==> config.mk <==
export PLATFORM = sky130hd
export DESIGN_NAME = alu_entry_sequencer
export DESIGN_NICKNAME = d
export VERILOG_FILES = /design/src/rtl/alu_entry_sequencer.sv
export SDC_FILE = /design/constraint.sdc
export NUM_CORES = 1
export LEC_CHECK = 0
export ABC_AREA = 1
export ABC_CLOCK_PERIOD_IN_PS = 2400
export BUFFER_PORTS_ARGS = -buffer_cell sky130_fd_sc_hd__buf_4
export CAP_MARGIN = 20
export CORE_MARGIN = 4
export CORE_UTILIZATION = 45
export CTS_BUF_LIST = sky130_fd_sc_hd__clkbuf_16
export CTS_CLUSTER_DIAMETER = 30
export DETAILED_ROUTE_END_ITERATION = 8
export GPL_TIMING_DRIVEN = 0
export PLACE_DENSITY = 0.86
export SETUP_SLACK_MARGIN = 0.1
export SYNTH_ARGS = -nofsm -noshare
export SYNTH_HDL_FRONTEND = slang
export SYNTH_SLANG_ARGS = --single-unit
==> constraint.sdc <==
create_clock -name clk_in -period 2.4 [get_ports clk_in]
set_clock_uncertainty 0.2 [all_clocks]
set_input_delay 0.48 -clock clk_in [delete_from_list [all_inputs] [get_ports clk_in]]
set_output_delay 0.48 -clock clk_in [all_outputs]
set_load 0.02 [all_outputs]
==> src/rtl/alu_entry_sequencer.sv <==
// alu_entry_sequencer: captures operands/opcode on ENTER pulses, launches one ALU op and holds its result.
module alu_entry_sequencer #(
  parameter int WIDTH        = 8,
  parameter int OPW          = 4,
  parameter int DONE_TIMEOUT = 16
) (
  input  logic             clk_in,
  input  logic             rst,
  input  logic             enter_pulse,
  input  logic             clear_pulse,
  input  logic [WIDTH-1:0] sw_data,
  input  logic [OPW-1:0]   sw_op,
  input  logic             alu_done,
  input  logic [WIDTH-1:0] alu_result,
  output logic [WIDTH-1:0] operand_a,
  output logic [WIDTH-1:0] operand_b,
  output logic [OPW-1:0]   opcode,
  output logic             alu_start,
  output logic [WIDTH-1:0] result_q,
  output logic             result_valid,
  output logic             timeout_err,
  output logic [2:0]       state_o
);
  localparam int CW = $clog2(DONE_TIMEOUT);
  typedef enum logic [2:0] {
    GET_A  = 3'd0,
    GET_B  = 3'd1,
    GET_OP = 3'd2,
    START  = 3'd3,
    WAIT   = 3'd4,
    SHOW   = 3'd5
  } state_t;
  state_t           state_q = GET_A;
  logic [CW-1:0]    cnt_q   = '0;
  logic [WIDTH-1:0] a_q     = '0;
  logic [WIDTH-1:0] b_q     = '0;
  logic [OPW-1:0]   op_q    = '0;
  logic [WIDTH-1:0] res_q   = '0;
  logic             start_q = 1'b0;
  logic             valid_q = 1'b0;
  logic             terr_q  = 1'b0;
  // Clear behaves exactly like reset, so both share one branch.
  always_ff @(posedge clk_in) begin
    if (rst || clear_pulse) begin
      state_q <= GET_A;
      cnt_q   <= '0;
      a_q     <= '0;
      b_q     <= '0;
      op_q    <= '0;
      res_q   <= '0;
      start_q <= 1'b0;
      valid_q <= 1'b0;
      terr_q  <= 1'b0;
    end else begin
      start_q <= 1'b0;
      case (state_q)
        GET_A: if (enter_pulse) begin
          a_q     <= sw_data;
          state_q <= GET_B;
        end
        GET_B: if (enter_pulse) begin
          b_q     <= sw_data;
          state_q <= GET_OP;
        end
        GET_OP: if (enter_pulse) begin
          op_q    <= sw_op;
          start_q <= 1'b1;
          state_q <= START;
        end
        START: begin
          cnt_q   <= '0;
          state_q <= WAIT;
        end
        WAIT: begin
          cnt_q <= cnt_q + CW'(1);
          if (alu_done) begin
            res_q   <= alu_result;
            valid_q <= 1'b1;
            terr_q  <= 1'b0;
            state_q <= SHOW;
          end else if (cnt_q == CW'(DONE_TIMEOUT - 1)) begin
            terr_q  <= 1'b1;
            valid_q <= 1'b0;
            state_q <= SHOW;
          end
        end
        SHOW: if (enter_pulse) begin
          a_q     <= sw_data;
          valid_q <= 1'b0;
          terr_q  <= 1'b0;
          state_q <= GET_B;
        end
        default: state_q <= GET_A;
      endcase
    end
  end
  assign operand_a    = a_q;
  assign operand_b    = b_q;
  assign opcode       = op_q;
  assign alu_start    = start_q;
  assign result_q     = res_q;
  assign result_valid = valid_q;
  assign timeout_err  = terr_q;
  assign state_o      = state_q;
endmodule

Yosys cells after proc, flatten, opt, wreduce, memory -nomap -nowiden
Cells that the tools add are included.
{"block": "op_classes", "addsub": 1, "mux": 15, "n_eq_ne": 11, "reduce_logical": 12, "bitwise": 1}
{"cell": "$mux W3", "count": 5}
{"cell": "$pmux W3 S5", "count": 1}
{"cell": "$pmux W4 S2", "count": 1}
{"cell": "$reduce_and A2 Y1", "count": 4}
{"cell": "$eq A3 B2 Y1 const B", "count": 2}
{"cell": "$eq A3 B3 Y1 const B", "count": 2}
{"cell": "$mux W1", "count": 6}
{"cell": "$ne A2 B2 Y1 const B", "count": 3}
{"cell": "$add A4 B1 Y4 const B", "count": 1}
{"cell": "$eq A4 B4 Y1 const B", "count": 1}
{"cell": "$pmux W1 S2", "count": 2}
{"cell": "$reduce_and A4 Y1", "count": 1}
{"cell": "$reduce_bool A2 Y1", "count": 2}
{"cell": "$reduce_or A2 Y1", "count": 2}
{"cell": "$eq A3 B1 Y1 const B", "count": 1}
{"cell": "$logic_not A3 Y1", "count": 1}
{"cell": "$ne A3 B3 Y1 const B", "count": 1}
{"cell": "$reduce_and A3 Y1", "count": 1}
{"cell": "$ne A2 B1 Y1 const B", "count": 1}
{"cell": "$logic_or A1 B1 Y1", "count": 1}
{"cell": "$not A1 Y1", "count": 1}
{"block": "word_totals", "regBits": 38, "input_bits": 25, "elab_cells": 49, "output_inout_bits": 34}

Logic depth before layout (Yosys ltp)
Gate-level depths: netlist (run 1).
{"block": "logic_depth", "word_depth": 4, "depth_mapped": 8, "ltp_nobuf": 8}

Worst setup path before layout (run 1)
No wires, ideal clock.
{"block": "synth_timing", "kind": "reg2reg", "start": "reg state_q[0], in the netlist state_o[0]", "end": "reg b_q[0], in the netlist operand_b[0]", "setup_time_ns": 0.116, "n_path_buf": 0, "synth_period_minus_slack_ns": 1.484, "stages_incl_launch_ff": 8, "t_arrival_ns": 1.168, "required_time_ns": 2.084, "setup_slack_ns": 0.916, "cell_sequence": "dfxtp_1 inv_2 nor2_1 nand2_1 nor2_4 inv_2 nor2_1 nor2_1"}
{"block": "synth_between", "elab_chain_cells": 2}
{"element": "start, declared", "line_no": "33", "rtl": "state_t state_q = GET_A;"}
{"element": "start signal, assigned", "line_no": "45", "rtl": "state_q <= GET_A;"}
{"element": "start signal, assigned", "line_no": "59", "rtl": "state_q <= GET_B;"}
{"element": "start signal, assigned", "line_no": "63", "rtl": "state_q <= GET_OP;"}
{"element": "$eq A3 B1 Y1", "line_no": "56", "rtl": "case (state_q)"}
{"element": "$reduce_and A2 Y1 (no line)"}
{"element": "end signal, assigned", "line_no": "62", "rtl": "b_q <= sw_data;"}
{"element": "end, declared", "line_no": "36", "rtl": "logic [WIDTH-1:0] b_q = '0;"}
No other way between the ends.
A chain may end at the register's enable or synchronous reset.

Final worst setup path (run 1)
{"block": "layout_timing", "start": "in clear_pulse", "end": "reg b_q[2], in the netlist operand_b[2]"}
{"block": "layout_between", "elab_chain_cells": 1}
{"element": "start, declared", "line_no": "10", "rtl": "input logic clear_pulse,"}
{"element": "$logic_or A1 B1 Y1", "line_no": "44", "rtl": "if (rst || clear_pulse) begin"}
No other way between the ends.

==> results.cfg, run 1 <==
[synth]
async_flop_share_pct = 0
syn_inst = 203
synthFlopType = dfxtp_1
synth-edff-count = 0
synth_area_sq_um = 1503
synthTopCellsByCount = nor2_1, dfxtp_1, nand2_1
synth_seq_area_share_pct = 50.62
synth_nets = 229
yosysWarnings = 0
yosysTopAreaCell = dfxtp_1
ys_types = 19
synth_area_per_cell_sq_um = 7.402
synth_top_area_share_pct = 50.62
synth_most_common_cell = nor2_1
synth_area_leaders = dfxtp_1, nor2_1, o21ai_0
ys_seq_elements = 38

[drt]
postRouteWirelength_mm = 4.003
drc = 0
ant_nets = 0
routed-via-count = 1549
firstDrtPassIters = 4
drt_iter0_markers = 94
vias_per_cell = 4.949
wire_per_inst_microns = 12.79

[global_route]
globalRouteMet3Util_pct = 3.571
gr-usage-met1_pct = 25.05
grt_use_total_pct = 19.88
grt_pass1_vias = 1482
grt_busiest_layer = met2
overflow = 0
grtUsageMet2_pct = 32.67
grt_max_degree = 12
grt_pass1_wl_mm = 6.630
grt_antenna_before_repair = 0

[setup_path]
crit_type = in2reg
critPathRequiredTime_ns = 2.40
r2r_cells = 4
start_kind = primary input
end_kind = register
timing.rr.start = state_o[2]$_SDFFE_PP0P_
r2r_setup_slack_ns = 0.73
cp_max_fo = 10
cp.arrival_ns = 1.67
r2r_end = opcode[3]$_SDFFE_PP0P_

[timing]
fmax_ghz = 0.5995
slew_headroom_pct = 67.37
setup_viol = 0
finalCritPeriodShare_pct = 69.50
hold_violations = 0
worst_slew_pin_slew_ns = 0.4877
final-max-slew-violation-count = 0
rsz0062_at_grt = false
fin_setup_tns_ns = 0
min_period_ns = 1.668

[floorplanning]
core_sq_um = 3128
num_rows = 20
io_pins = 59
die_area_sq_um = 4328
start_util_pct = 48.04
die_h_microns = 65.79
die_width_microns = 65.79

[flow_run]
cap_viol_max_count = 0

[pwr]
power_uw = 1395
p_int_uw = 1080
p_sw_share_pct = 22.54
p_seq_share_pct = 46.9
p_per_area_nw_per_um2 = 654.5
max-vdd-ir-drop_uv = 420.8
p_switching_uw = 314.3
power.leakage_uw = 0.0009643
pwr-share-comb_pct = 10.4
power.share.clock_pct = 42.7

[place]
gp_congestion = 0.8067
port_buffers = 58
place_hpwl_mm = 2.828

[finish]
syn2layout_area_growth_pct = 41.80
multi_input_area_sq_um = 650.6
diodes = 0
nNetsFinal = 294
fillerInstances = 254
regArea_sq_um = 760.7
drive_above_1_share_pct = 29.37

[hold_path]
hold_end = opcode[0]$_SDFFE_PP0P_
hold_start = opcode[0]$_SDFFE_PP0P_
holdCritPathClass = reg2reg
hold_depth = 2

[clock_network]
clkSlewWorstSetupHoldPaths_ns = 0.05
cts_resized = 0
cts_tree = done
cts_num_sinks = 38
numCtsBuffers = 5
root_buffer = clkbuf_16
clock_path_buffers = 2
clock_latency_ns = 0.27
htreeDepth = 2
postCtsSetupBuffers = 0
postCtsHoldBufs = 0

[run_status]
status = finished clean
## critical path: stages
cell	delay, ns
buf_4	0.10
nor2_1	0.39
clkbuf_1	0.38
o21ai_0	0.18
nor2_1	0.14
## metrics by stage
stage | setup WS, ns | hold WS, ns | cell area, sq um | util (%) | cells
global route | 0.6037 | 0.2655 | 2131 | 68.12 | 313
CTS | 0.7439 | 0.2438 | 2131 | 68.12 | 313
finish | 0.7319 | 0.2444 | 2131 | 68.12 | 313
detailed placement | 0.5651 | 0.2355 | 1993 | 63.72 | 305
floorplan | 0.9158 | 0.2475 | 1503 | - | 203
global placement | 0.5554 | 0.2321 | 1993 | 63.72 | 305
## cell type report
class	count	share of cell area (%)
clock buffers	5	5.872
well taps	44	2.584
flip-flops and latches	38	35.70
plain buffers	5	1.057
multi-input cells	142	30.53
inverters	18	3.230
repair buffers	58	20.43
clock inverters	3	0.5872
## metal layers
layer | wire [microns] | share of wire (%)
met1 | 1665 | 42
met2 | 1952 | 49
met3 | 286 | 7.1
met4 | 99 | 2.5
met5 | 0 | 0
## flip-flops by register name, indices dropped and copies added (netlist names)
| name | count |
|---|---|
| alu_start | 1 |
| cnt_q | 4 |
| opcode | 4 |
| operand_a | 8 |
| operand_b | 8 |
| result_q | 8 |
| result_valid | 1 |
| state_o | 3 |
| timeout_err | 1 |
## worst max-delay path by stage
stage / end / cells past startpoint / startpoint
after floorplan: operand_b[0]$_SDFFE_PP0P_ / 7 / state_o[0]$_SDFFE_PP0P_
after global placement: result_q[6]$_SDFFE_PP0P_ / 5 / clear_pulse
after detailed placement: operand_b[5]$_SDFFE_PP0P_ / 5 / clear_pulse
after CTS: opcode[3]$_SDFFE_PP0P_ / 4 / state_o[2]$_SDFFE_PP0P_
after global routing: operand_b[2]$_SDFFE_PP0P_ / 5 / clear_pulse
final: operand_b[2]$_SDFFE_PP0P_ / 5 / clear_pulse
## power groups by stage
stage               combinational, uW  clock, uW  sequential (uW)
finish                            145        595              654
global route                      161        626              655
CTS                               145        604              654
detailed placement                143          0              667
global placement                  141          0              667
floorplan                        61.2          0              681
## cell families (layout without fill, tap and decap cells)
kind of cell	after synthesis	count (layout)	share of synthesized area, %
and+or+nand+nor	93	93	25.98
adders and majority gates	1	1	0.8325
DFF	38	38	50.62
AOI/OAI and AO/OA	48	48	16.49
buffers and inverters	23	89	6.078
## placed cells by master (no fill, tap or decap), drive strengths merged
| cell | synthesis | layout |
|---|---|---|
| ha | 1 | 1 |
| nand2 | 28 | 28 |
| a211oi | 1 | 1 |
| clkinv | 1 | 3 |
| dfxtp | 38 | 38 |
| clkbuf | 4 | 9 |
| o21ai | 27 | 27 |
| inv | 17 | 18 |
| o211ai | 2 | 2 |
| buf | 1 | 59 |
| nor2 | 50 | 50 |
| nand3 | 15 | 15 |
| a21oi | 18 | 18 |
Note: power is estimated with default switching activity, not from simulation.
==> run 2: changes to the inputs <==
- ABC_AREA: 1 -> 0
- ABC_CLOCK_PERIOD_IN_PS: 2400 -> 1500
- CORE_UTILIZATION: 45 -> 43
- PLACE_DENSITY: 0.86 -> 0.85
- clock period: 2.4 -> 1.5 ns (I/O delays scaled with it)
==> run 2 against run 1 <==
Compared with the run above:
- the run now ends with negative setup slack left
- synthesized area grew 3.0%
- register-to-register slack worse by 0.81 ns
- die area is 6.8% higher
- synthesized cell count fell by 18%
- global-route usage down 1.9 points
- design area is 19% higher
- first-iteration DRC count fell by 19%
- total power up 62%
- sequential power increased by 56%
- critical path type is now reg2reg
- largest cell class is now multi-input combinational cells
- largest power group unchanged
==> results.cfg, run 2 <==
[run_status]
status = complete, but fails checks
violations = negative setup slack

[clock_network]
postCtsHoldBufs = 0
root_buffer = clkbuf_16
clock_latency_ns = 0.28
numCtsBuffers = 5
clkSlewWorstSetupHoldPaths_ns = 0.06
cts_num_sinks = 38
cts_tree = done
clock_path_buffers = 2
htreeDepth = 2

[drt]
postRouteWirelength_mm = 4.415
firstDrtPassIters = 4
routed-via-count = 1520
ant_nets = 0
vias_per_cell = 5.223
drc = 0
wire_per_inst_microns = 15.17
drt_iter0_markers = 76

[flow_run]
cap_viol_max_count = 0

[synth]
yosysTopAreaCell = dfxtp_1
synthAdderAreaFrac_pct = 0.8084
async_flop_share_pct = 0
synth_compound_area_share_pct = 11.40
synth_most_common_cell = dfxtp_1
synth_top_area_share_pct = 49.15
muxShareOfSynthArea_pct = 14.23
synthTopCellsByCount = dfxtp_1, nor2_1, mux2i_1
ys_seq_elements = 38
synth_nets = 193
synth-simple-area-share_pct = 19.16
synthXorXnorAreaFrac_pct = 1.132
synth_area_per_cell_sq_um = 9.268
synth-edff-count = 0
synth_area_sq_um = 1548
synthFlopType = dfxtp_1
syn_inst = 167
yosysWarnings = 0
synth_seq_area_share_pct = 49.15
synth_area_leaders = dfxtp_1, mux2i_1, nor2_1
synth_top_family_by_area = simple AND/OR/NAND/NOR gates
ys_types = 32

[floorplanning]
die_width_microns = 68.00
core_sq_um = 3416
die_area_sq_um = 4623
start_util_pct = 45.31
die_h_microns = 68.00
io_pins = 59
num_rows = 21

[global_route]
grt_antenna_before_repair = 0
overflow = 0
grt_max_degree = 13
grt_use_total_pct = 17.96
grt_pass1_vias = 1423
grt_pass1_wl_mm = 6.265

[finish]
layout_commonest_cell = buf_4
drive_above_1_share_pct = 47.35
nNetsFinal = 270
final_cell_mix = buf_4, dfxtp_1, nor2_1
diodes = 0
instances_no_fill = 291
syn2layout_area_growth_pct = 63.78

[timing]
setup_viol = 17
fmax_ghz = 0.6329
rsz0062_at_grt = true
worst_hold_slack_ns = 0.05193
slew_headroom_pct = 65.93
worst_slew_pin_slew_ns = 0.5092
min_period_ns = 1.580
worst_slack_ns = -0.08007
hold_violations = 0
finalCritPeriodShare_pct = 105.3
final-max-slew-violation-count = 0

[pwr]
power.leakage_uw = 0.001002
max-vdd-ir-drop_uv = 623.8
p_per_area_nw_per_um2 = 892.4

[place]
dp_slack_ns = -0.09319
dp_cells = 271
place_hpwl_mm = 2.699
port_buffers = 58
gp_congestion = 0.8170

[setup_path]
cpPeakStageDelay_ns = 0.36
cpMostUsedCell = buf_6
cp.arrival_ns = 1.53
crit_type = reg2reg
end_kind = register
start_kind = register
critPathRequiredTime_ns = 1.45
slowest_stage = dfxtp_4
path_cells = buf_6 -> nor4bb_4 -> buf_6 -> mux2i_1 -> nor2_1
cp_max_fo = 8
r2r_setup_slack_ns = -0.08

[hold_path]
holdCritPathClass = in2reg
run 2: per-stage QoR:
step	util (%)	instance area (sq um)	TNS, ns	power (uW)
floorplan	-	1578	-0.02222	1128
global placement	60.62	2071	-1.089	1215
detailed placement	60.62	2071	-1.482	1217
CTS	69.19	2364	-0.8702	2233
global route	74.21	2535	-2.319	2325
finish	74.21	2535	-0.7364	2262
run 2: report_power, final:
part | leakage, uW | switching [uW] | internal, uW
clock network | 0.0000716 | 417 | 608
logic | 0.000620 | 106 | 109
registers | 0.000311 | 9.23 | 1010
run 2: final timing paths:
kind / start / end / cells after the start
max: state_o[1]$_SDFFE_PP0P_ / operand_b[4]$_SDFFE_PP0P_ / 5
min: alu_result[5] / result_q[5]$_SDFFE_PP0P_ / 3
max reg2reg: state_o[1]$_SDFFE_PP0P_ / operand_b[4]$_SDFFE_PP0P_ / 5
min reg2reg: timeout_err$_SDFFE_PP0P_ / timeout_err$_SDFFE_PP0P_ / 2
run 2: repair_timing:
action / 4_1_cts / 5_1_grt
setup buffers: 8 / 3
cloned: 0 / 1
endpoints found under the hold margin: 0 / 0
setup endpoints to repair: 38 / 38
pin swaps: 6 / 5
gates resized for setup: 23 / 37
run 2: logic make-up (layout without fill, tap and decap cells):
family                     Yosys count  count (layout)
DFF                                 38              38
xor gates and xnor gates             2               2
and+or+nand+nor                     59              59
adders and majority gates            1               1
muxes                               22              22
buffers and inverters               13              91
AOI/OAI and AO/OA                   32              32
run 2: critical path, delay by kind of cell (launching register included):
family                 cells  cell delay (ns)
buffers and inverters      2             0.33
DFF                        1             0.36
muxes                      1             0.21
and+or+nand+nor            2             0.34
run 2: area by class of cell:
| type | count | area, sq um |
|---|---|---|
| tap | 46 | 57.56 |
| clock inverter | 3 | 15.01 |
| sequential | 38 | 779.5 |
| fill | 235 | 880.8 |
| buffer | 12 | 98.84 |
| inverter | 1 | 3.754 |
| timing repair buffer | 70 | 549.3 |
| multi-input combinational | 116 | 905.9 |
| clock buffer | 5 | 125.1 |
run 2: routing by layer:
layer  vias up  GRT usage [%]  share of wire, %
li1        734              -                 -
met1       724          21.23                42
met2        50          29.84                50
met3        12          5.911               5.8
met4         0          7.196               2.1
met5         -              0                 0
==> run 3: changes to the inputs <==
- ABC_CLOCK_PERIOD_IN_PS: 1500 -> 1600
- CORE_ASPECT_RATIO: default -> 1.2
- CORE_UTILIZATION: 43 -> 45
- SLEW_MARGIN: default -> 20
- clock period: 1.5 -> 1.6 ns (I/O delays scaled with it)
==> run 3 against run 2 <==
Compared with the run above:
- the run still ends with negative setup slack left
- first-iteration DRC count up 9.2%
- clock power up 20%
- combinational power is 2% lower
- maximum frequency shrank 5.2%
- via count grew 2.6%
- non-clock buffer count is the same
- core utilization rose by 1.6 points
- flip-flop and latch count stayed put
- design area is 0.20% lower
- register-to-register slack hardly changed
==> results.cfg, run 3 (synthesized netlist as in run 2, its figures left out) <==
[run_status]
status = complete, but fails checks
violations = negative setup slack

[clock_network]
htreeDepth = 2
clock_path_buffers = 2
numCtsBuffers = 5
root_buffer = clkbuf_16
clock_latency_ns = 0.29
clkSlewWorstSetupHoldPaths_ns = 0.06
cts_num_sinks = 38
cts_tree = done
postCtsHoldBufs = 0

[global_route]
grt_use_total_pct = 18.72
grt_antenna_before_repair = 0
overflow = 0
grt_pass1_wl_mm = 6.251
grt_pass1_vias = 1390
grt_max_degree = 13

[setup_path]
cp_max_fo = 8
crit_type = reg2reg
cpPeakStageDelay_ns = 0.36
r2r_cells = 5
timing.rr.start = state_o[1]$_SDFFE_PP0P_
crit_family = buffers and inverters
critPathRequiredTime_ns = 1.56
start_kind = register
r2r_setup_slack_ns = -0.07
end_kind = register
path_cells = buf_6 -> nor4bb_2 -> buf_4 -> mux2i_1 -> nor2_1
worst-path-buf-inv = 2
cp.arrival_ns = 1.63
slowest_stage = dfxtp_4
startpoint = state_o[1]$_SDFFE_PP0P_
r2r_end = operand_b[4]$_SDFFE_PP0P_

[pwr]
max-vdd-ir-drop_uv = 887.2
p_per_area_nw_per_um2 = 946.0
power.leakage_uw = 0.001013

[finish]
instances_no_fill = 282
multi_input_area_sq_um = 858.3
regArea_sq_um = 773.2
diodes = 0
drive_above_1_share_pct = 44.08
syn2layout_area_growth_pct = 63.46
nNetsFinal = 270
layout_commonest_cell = buf_4
final_cell_mix = buf_4, dfxtp_1, nor2_1
fillerInstances = 219

[timing]
slew_headroom_pct = 65.41
fin_setup_tns_ns = -0.1484
finalCritPeriodShare_pct = 104.1
hold_violations = 0
min_period_ns = 1.666
worst_slack_ns = -0.06597
final-max-slew-violation-count = 0
worst_hold_slack_ns = 0.06650
fmax_ghz = 0.6003
rsz0062_at_grt = true
worst_slew_pin_slew_ns = 0.5188
setup_viol = 5

[floorplanning]
core_sq_um = 3338
die_h_microns = 72.25
die_area_sq_um = 4446
io_pins = 59
start_util_pct = 46.36
num_rows = 23
die_width_microns = 61.54

[hold_path]
hold_end = result_q[5]$_SDFFE_PP0P_
holdCritPathClass = in2reg
hold_depth = 3
hold_start = alu_result[5]

[drt]
ant_nets = 0
vias_per_cell = 5.528
drc = 0
firstDrtPassIters = 4
wire_per_inst_microns = 17.14
routed-via-count = 1559
postRouteWirelength_mm = 4.834
drt_iter0_markers = 83

[place]
place_hpwl_mm = 2.727
port_buffers = 58
dp_cells = 262
gp_congestion = 0.8587

[flow_run]
cap_viol_max_count = 0
[run 3: tightest hold or removal path: cells and delay by family]
| family | cells | cell delay [ns] |
|---|---|---|
| buffers and inverters | 1 | 0.07 |
| AND/OR/NAND/NOR | 1 | 0.07 |
| multiplexers | 1 | 0.05 |
[run 3: final cells by class]
class | count | share of cell area, %
inverter | 1 | 0.1484
clock inverter | 2 | 1.335
buffer | 11 | 3.363
multi-input combinational | 116 | 33.93
tap | 37 | 1.830
clock buffer | 6 | 5.935
sequential | 38 | 30.56
timing repair buffer | 71 | 22.90
[run 3: repair_timing]
item                       in CTS  in global routing
setup endpoints to repair      31                 36
gates resized for setup        13                 36
cloned                          0                  2
pin swaps                       5                  8
buffers inserted                3                  8
[run 3: where the power goes]
group / switching [uW] / internal [uW] / total, uW
Sequential: 9.27 / 953 / 962
Clock: 395 / 825 / 1220
Combinational: 101 / 110 / 211
[run 3: through the flow]
stage                     cell area, sq um  setup slack (ns)  utilization (%)  power, uW
after global placement                2049          -0.02010            61.39       1138
final                                 2530          -0.06597            75.79       2393
after global routing                  2530           -0.1162            75.79       2457
after CTS                             2316           0.01955            69.38       2339
after floorplan                       1568           0.07763                -       1057
after detailed placement              2049          -0.03059            61.39       1139
[run 3: worst max-delay path by stage]
| stage | depth (start not counted) | end | slack (ns) |
|---|---|---|---|
| 2_1_floorplan | 4 | timeout_err$_SDFFE_PP0P_ | 0.08 |
| 3_3_place_gp | 5 | opcode[0]$_SDFFE_PP0P_ | -0.02 |
| 3_5_place_dp | 4 | operand_a[2]$_SDFFE_PP0P_ | -0.03 |
| 4_1_cts | 5 | operand_b[7]$_SDFFE_PP0P_ | 0.02 |
| 5_1_grt | 5 | operand_b[4]$_SDFFE_PP0P_ | -0.12 |
| 6_report | 5 | operand_b[4]$_SDFFE_PP0P_ | -0.07 |
[run 3: routing by layer]
metal / share of wire [%] / global-route usage [%] / up-vias
met4: 3.9 / 8.491 / 0
li1: - / - / 738
met3: 5.5 / 5.160 / 18
met2: 52 / 31.08 / 59
met1: 38 / 21.83 / 744
met5: 0 / 0 / -
